<file path="config.mk">
export PLATFORM = sky130hd
export DESIGN_NAME = icache_l1
export DESIGN_NICKNAME = d
export VERILOG_FILES = /design/src/rtl/lc3b_types.sv /design/src/rtl/icache_array.sv /design/src/rtl/icache_l1.sv
export SDC_FILE = /design/constraint.sdc
export NUM_CORES = 1
export LEC_CHECK = 0
export ABC_AREA = 1
export CORE_MARGIN = 3
export CORE_UTILIZATION = 60
export DETAILED_ROUTE_END_ITERATION = 10
export PLACE_DENSITY_LB_ADDON = 0.25
export SYNTH_ARGS = -nofsm -noshare
export SYNTH_HDL_FRONTEND = slang
export SYNTH_SLANG_ARGS = --single-unit
</file>
<file path="constraint.sdc">
create_clock -name clk -period 11.2 [get_ports clk]
set_input_delay 3.36 -clock clk [delete_from_list [all_inputs] [get_ports clk]]
set_output_delay 3.36 -clock clk [all_outputs]
set_load 0.05 [all_outputs]
</file>
<file path="src/rtl/lc3b_types.sv">
// lc3b_types: shared word, cache-line and icache FSM state types.
package lc3b_types;
  typedef logic [15:0] lc3b_word;
  typedef logic [127:0] lc3b_cacheline;
  typedef enum logic {IDLE, FILL} icache_state_t;
endpackage

</file>
<file path="src/rtl/icache_array.sv">
// icache_array: per-set valid/tag/line storage in flops with combinational read.
module icache_array
  import lc3b_types::*;
#(
  parameter int SETS = 8,
  parameter int INDEX_W = $clog2(SETS),
  parameter int TAG_W = 12 - INDEX_W
) (
  input  logic               clk,
  input  logic               rst_n,
  input  logic [INDEX_W-1:0] index,
  input  logic               we,
  input  logic [TAG_W-1:0]   wtag,
  input  lc3b_cacheline      wline,
  input  logic               inv_all,
  output logic               valid,
  output logic [TAG_W-1:0]   tag,
  output lc3b_cacheline      line
);
  logic [SETS-1:0] valid_q;
  logic [TAG_W-1:0] tags [SETS];
  lc3b_cacheline lines [SETS];
  always_ff @(posedge clk) begin
    if (!rst_n || inv_all) valid_q <= '0;
    else if (we) valid_q[index] <= 1'b1;
  end
  // tag and data arrays are deliberately left unreset
  always_ff @(posedge clk) begin
    if (we) begin
      tags[index] <= wtag;
      lines[index] <= wline;
    end
  end
  assign valid = valid_q[index];
  assign tag = tags[index];
  assign line = lines[index];
endmodule

</file>
<file path="src/rtl/icache_l1.sv">
// icache_l1: direct-mapped read-only L1 icache, same-cycle hits, 128-bit line refill.
// Optional hit/miss counters enabled by defining ICACHE_PERF_CNT_EN.
module icache_l1
  import lc3b_types::*;
#(
  parameter int SETS = 8
) (
  input  logic          clk,
  input  logic          rst_n,
  input  logic          imem_read,
  input  lc3b_word      imem_address,
  output lc3b_word      imem_rdata,
  output logic          imem_resp,
  input  logic          inv_all,
  output logic          pmem_read,
  output lc3b_word      pmem_address,
  input  lc3b_cacheline pmem_rdata,
  input  logic          pmem_resp
`ifdef ICACHE_PERF_CNT_EN
  ,
  output logic [15:0]   hit_count,
  output logic [15:0]   miss_count
`endif
);
  localparam int INDEX_W = $clog2(SETS);
  localparam int TAG_W = 12 - INDEX_W;
  icache_state_t state;
  lc3b_word miss_addr;
  logic discard, idle, hit, start, install, a_valid, unused;
  logic [INDEX_W-1:0] a_index;
  logic [TAG_W-1:0] a_tag;
  lc3b_cacheline a_line;
  // during FILL the array port addresses the set being refilled
  assign idle = state == IDLE;
  assign a_index = idle ? imem_address[4+:INDEX_W] : miss_addr[4+:INDEX_W];
  assign hit = a_valid && a_tag == imem_address[15-:TAG_W];
  assign imem_resp = rst_n && idle && imem_read && hit && !inv_all;
  assign start = idle && imem_read && !hit && !inv_all;
  assign install = rst_n && !idle && pmem_resp && !discard && !inv_all;
  assign imem_rdata = a_line[{imem_address[3:1], 4'b0}+:16];
  assign pmem_read = rst_n && !idle;
  assign pmem_address = miss_addr;
  assign unused = imem_address[0];
  icache_array #(.SETS(SETS)) u_array (
    .clk(clk),
    .rst_n(rst_n),
    .index(a_index),
    .we(install),
    .wtag(miss_addr[15-:TAG_W]),
    .wline(pmem_rdata),
    .inv_all(inv_all),
    .valid(a_valid),
    .tag(a_tag),
    .line(a_line)
  );
  always_ff @(posedge clk) begin
    if (!rst_n) begin
      state <= IDLE;
      miss_addr <= '0;
      discard <= 1'b0;
    end else if (idle) begin
      if (start) begin
        state <= FILL;
        miss_addr <= {imem_address[15:4], 4'b0};
      end
    end else if (pmem_resp) begin
      state <= IDLE;
      discard <= 1'b0;
    end else if (inv_all) discard <= 1'b1;
  end
`ifdef ICACHE_PERF_CNT_EN
  always_ff @(posedge clk) begin
    if (!rst_n) begin
      hit_count <= '0;
      miss_count <= '0;
    end else begin
      if (imem_resp) hit_count <= hit_count + 16'd1;
      if (start) miss_count <= miss_count + 16'd1;
    end
  end
`endif
endmodule

</file>
Word-level counts from Yosys, hierarchy flattened
Memories as Yosys holds them, arrays and structs flattened.
Cells that the tools add are included.
{"block": "classes", "n_reduce_logical": 21, "n_eq_ne": 1, "mux": 12, "shift": 1, "n_bitwise": 2, "magnitude_cmp": 2}
{"cell": "indexed part select 128 x 8 -> 16 bit", "count": 1}
{"cell": "logical AND 1 bit", "count": 13}
{"cell": "equality test 9 bit", "count": 1}
{"cell": "2-to-1 mux 1 bit", "count": 9}
{"cell": "OR 8 bit", "count": 1}
{"cell": "zero test 1 bit", "count": 4}
{"cell": "< comparator 3 x 4 -> 1 bit, second input constant", "count": 1}
{"cell": "AND reduction 2 bit", "count": 2}
{"cell": "binary-select mux 1 bit (select 3 bit)", "count": 1}
{"cell": "demux 1 bit (select 3 bit)", "count": 1}
{"cell": "greater-or-equal comparator 3 x 1 -> 1 bit, second input constant", "count": 1}
{"cell": "2-to-1 mux 3 bit", "count": 1}
{"cell": "nonzero test 2 bit", "count": 1}
{"cell": "logical OR 1 bit", "count": 1}
{"cell": "inverter 1 bit", "count": 1}
{"block": "totals", "out_inout_bits": 34, "elab_cells": 45, "mem_bits_rw": 1096, "inputBits": 149, "memories": 2, "ff_bits": 22}
{"memory": "u_array.lines", "depth": 8, "word_bits": 128, "read_ports": 1, "rd_ports_with_merged_regs": 0, "write_ports": 1, "line": "icache_array.sv:22", "rtl": "lc3b_cacheline lines [SETS];"}
{"memory": "u_array.tags", "depth": 8, "word_bits": 9, "read_ports": 1, "rd_ports_with_merged_regs": 0, "write_ports": 1, "line": "icache_array.sv:21", "rtl": "logic [TAG_W-1:0] tags [SETS];"}

Longest topological paths before layout
{"block": "logic_depth", "word_depth": 9, "mapped_depth": 20, "depth_no_buf": 18}

Hierarchy
From an unflattened synthesis, not the netlist that was laid out.
{"block": "hier_totals", "hier_cells": 4918, "hier_area_um2": 48642.9}
{"module": "icache_array", "seq_area_each_um2": 33071.7, "area_per_inst_um2": 46463.3, "cells_per_inst": 4519, "instances": 1}
{"module": "icache_l1", "seq_area_each_um2": 280.3, "area_per_inst_um2": 2179.6, "cells_per_inst": 399, "instances": 1}

Worst setup path after synthesis
No wires, ideal clock.
{"block": "synth_path", "path_kind": "input to register", "from": "input rst_n", "to": "memory u_array.lines[0][0] (netlist name) (enable)", "path_buffers": 1, "stages": 7, "setup_time_ns": 0.637, "setup_slack_ns": 0.656, "t_arrival_ns": 9.908, "cell_sequence": "clkbuf_1 -> inv_1 -> nor2_1 -> clkinv_1 -> nor3_1 -> inv_1 -> nor2_1"}
{"block": "synth_between", "elab_chain_len": 6}
{"item": "start, declared", "line": "icache_l1.sv:9", "rtl": "input logic rst_n,"}
{"item": "logical AND 1 bit (4 in a row)", "line": "icache_l1.sv:39", "rtl": "assign install = rst_n && !idle && pmem_resp && !discard && !inv_all;"}
{"item": "2-to-1 mux 1 bit", "line": "icache_array.sv:29", "rtl": "if (we) begin"}
{"item": "2-to-1 mux 1 bit (not written as such)", "line": "icache_array.sv:31", "rtl": "lines[index] <= wline;"}
{"item": "end, declared", "line": "icache_array.sv:22"}
No other way between the ends.

Worst setup path in the final report
{"block": "layout_path", "from": "input imem_address[5]", "to": "output imem_rdata[9]"}
{"block": "layout_between", "elab_chain_len": 3}
{"item": "start, declared", "line": "icache_l1.sv:11", "rtl": "input lc3b_word imem_address,"}
{"item": "2-to-1 mux 3 bit", "line": "icache_l1.sv:35", "rtl": "assign a_index = idle ? imem_address[4+:INDEX_W] : miss_addr[4+:INDEX_W];"}
{"item": "memory (8 x 128 bit)"}
{"item": "indexed part select 128 x 8 -> 16 bit", "line": "icache_l1.sv:40", "rtl": "assign imem_rdata = a_line[{imem_address[3:1], 4'b0}+:16];"}
{"item": "end, declared", "line": "icache_l1.sv:12", "rtl": "output lc3b_word imem_rdata,"}
No other way between the ends.

==> key figures <==
Logic synthesis
  – Post-synthesis cell count: 2846
  – Register area share after synthesis: 0.792
  – Synth Warn #: 0
  – Main synth FF type: edfxtp_1
  – Cell Area, Synth: 42100 um^2
  – FF+latch count, synth: 1118
  – Async set or reset register ratio after synthesis: 0
  – Synth cell types: 35
  – Syn Area/Cell: 14.8 um^2
  – Post-synth EDFFs: 1096

Setup path
  – Crit path launch type: input port
  – Arr. time, crit path: 6830 ps
  – Crit-path cells: clkdlybuf4s50_1, nand2_1, nand2_2, nand2_1, nor2_4, buf_4, nand2_1, and3_1, nand4_1, nand3_1, nand2_1, nand2_1, nand2_1, clkdlybuf4s50_1
  – FF-to-FF End: u_array.lines[1][29]
  – Crit Reg-Reg Startpoint: state
  – Critical path peak fanout: 14
  – Req. time, crit path: 7840 ps
  – R2r setup slk: 6940 ps
  – Path depth of the worst reg2reg path: 8
  – Kind of end point of the critical path: primary output
  – Most common cell on crit path: nand2_1
  – Critical path type: input port to primary output
  – Max stage delay cell, worst path: clkdlybuf4s50_1
  – CP max stage delay: 830 ps

Floorplan
  – # rows: 96
  – Die Area: 73400 um^2
  – Die width: 271 um
  – I/O pin total: 183
  – Initial Util: 0.609
  – Core Area: 69100 um^2
  – Die height: 271 um

Clocking
  – CTS tree: built
  – TritonCTS Buffers: 106
  – Postcts setup bufs: 0
  – Clock Pin Slew Worst Setup and Hold Paths: 60 ps
  – Clk_lat worst skew: 650 ps
  – CTS Sinks: 1118
  – H-tree Lvls: 3
  – Clk buf depth: 3
  – CTS root buffer: clkbuf_16
  – CTS Hold Bufs: 0
  – # resized after CTS: 0

Global routing
  – Largest net degree at the start of global routing: 73
  – Total GRT Usage: 0.300
  – First-pass GRT wire length: 163 mm
  – Grt ovf: 0
  – Vias in the first global route: 25600
  – Initial antenna violation count: 17

Layout
  – Filler cells: 4390
  – Non-filler cells, final: 4103
  – Fin nets: 3221
  – Share of cells above drive strength 1: 0.0871
  – Area grow syn2layout: 15.3%
  – Core utilization of the finished layout: 0.703

STA
  – Setup_tns: 0 ps
  – Max-slew headroom: 0.249
  – Layout Skew: 17.8 ps
  – Final Slew Violations: 0
  – Tcrit/Tclk final: 0.910
  – Count of final hold-check violations: 0
  – Fmax: 0.0981 GHz
  – Smallest hold slack: 479 ps
  – Slew of the pin with the lowest slew margin: 1120 ps
  – Setup violators final: 0
  – Final min period: 10190 ps
  – RSZ-0062 raised after global routing: false
  – Final worst setup slack: 1010 ps

Place
  – RePlAce Congestion: 0.828
  – Port bufs: 177
  – Setup WS pre-CTS: 1090 ps
  – DPL Wire Length: 62.4 mm
  – Placed Instances: 3895

Min path
  – Hold Path End: u_array.valid_q[1]
  – Hold Path Class: register to register
  – Hold Path Stages: 2
  – Hold_sp: u_array.valid_q[1]

Detailed routing
  – Routed Antenna Nets: 0
  – Via count of the routed design: 25900
  – Drt pass-1 iters: 6
  – Vias/cell: 6.32
  – WL/cell: 27.1 um
  – Initial DRC Count: 3451
  – DRC Markers: 0
  – Routed Wire Length: 111 mm

Power and ir drop
  – P_leak: 16.5 nW
  – Maximum VDD drop: 0.119 mV
  – Power density cells: 180 nW/um^2

Job
  – Max-cap violations: 0

Outcome
  – Status: completed
stage by stage:
step	area (um^2)	power, mW
after floorplan	42100	5.03
after global placement	45100	5.30
after detailed placement	45100	5.32
after CTS	48500	8.75
after global routing	48500	8.96
final	48600	8.73
flip-flops by register name, summed over array words and instances, names as in the netlist:
name             cells
pmem_address        12
u_array.lines     1024
state                1
discard              1
u_array.valid_q      8
u_array.tags        72
kinds of logic after synthesis:
kind of cell           Yosys count  synth area share
flip-flops                    1118             0.792
AND/OR/NAND/NOR                964            0.0995
AO/OA/AOI/OAI                  459            0.0770
buffers and inverters          304            0.0312
other                            1         0.0000891
worst max-delay path by stage:
stage                    start             endpoint  slack [ps]  cells after the start
2_1_floorplan            rst_n  u_array.lines[0][0]         660                      7
3_3_place_gp   imem_address[5]        imem_rdata[9]        1130                     13
3_5_place_dp   imem_address[4]        imem_rdata[9]        1090                     13
4_1_cts        imem_address[4]        imem_rdata[9]        1090                     13
5_1_grt        imem_address[5]        imem_rdata[9]         850                     14
6_report       imem_address[5]        imem_rdata[9]        1010                     14
where the power goes:
group	internal [mW]	leakage (nW)	switching (mW)	total, mW
Clock	2.02	1.63	1.47	3.49
Combinational	0.195	4.83	0.434	0.629
Sequential	4.60	10.0	0.00910	4.61
synthesized netlist by cell type, types with 3 or more instances:
library cell  count  area share
clkbuf_1         48      0.0043
and3_1           13      0.0019
a21oi_1         117       0.014
a21boi_0          4     0.00071
buf_4            17      0.0030
a221oi_1         96       0.020
nand3_1         112       0.013
buf_2            72      0.0086
dfxtp_1          22       0.010
nand2_2           6     0.00089
a211oi_1         30      0.0054
inv_1           151       0.013
nand2_1         520       0.046
buf_1            10     0.00089
nand4_1         117       0.017
o211ai_1          3     0.00053
o21ai_1          14      0.0017
edfxtp_1       1096        0.78
o21ai_0           8     0.00095
nor2_2            4     0.00059
a22oi_1         168       0.030
nor2_1          178       0.016
nor2_4            7      0.0019
a22o_1           16      0.0033
routing by layer:
metal | wire length, um | track usage | vias up
li1 | - | - | 11200
met1 | 41700 | 0.411 | 12900
met2 | 54200 | 0.482 | 1601
met3 | 11600 | 0.0621 | 236
met4 | 3570 | 0.115 | 10
met5 | 59 | 0 | -
cell usage in the layout (no fill, tap or decap), types with 14 or more instances in the layout:
cell type / instances
clkdlybuf4s50_1: 160
a21oi_1: 117
a211oi_1: 30
nand3_1: 112
diode_2: 16
nand4_1: 117
a22oi_1: 168
a221oi_1: 96
clkbuf_16: 109
edfxtp_1: 1096
buf_4: 92
a22o_1: 16
nand2_1: 519
inv_1: 151
nor2_1: 169
clkinv_1: 31
dfxtp_1: 22
nor2_4: 20
o21ai_1: 14
clkbuf_1: 23
area by class of cell:
class | instances | area (um^2) | area share
antenna | 16 | 40.0 | 0.000825
sequential | 1118 | 33400 | 0.687
tap | 931 | 1160 | 0.0240
inverter | 155 | 584 | 0.0120
clock buffer | 132 | 2810 | 0.0580
multi-input combinational | 1427 | 7530 | 0.155
clock inverter | 60 | 561 | 0.0115
timing repair buffer | 264 | 2500 | 0.0515
worst max-delay path, delay by kind of cell:
family        cells  cell delay, ps
simple gates     11            1810
buf+inv           3            1640
(Power assumes the default switching activity.)
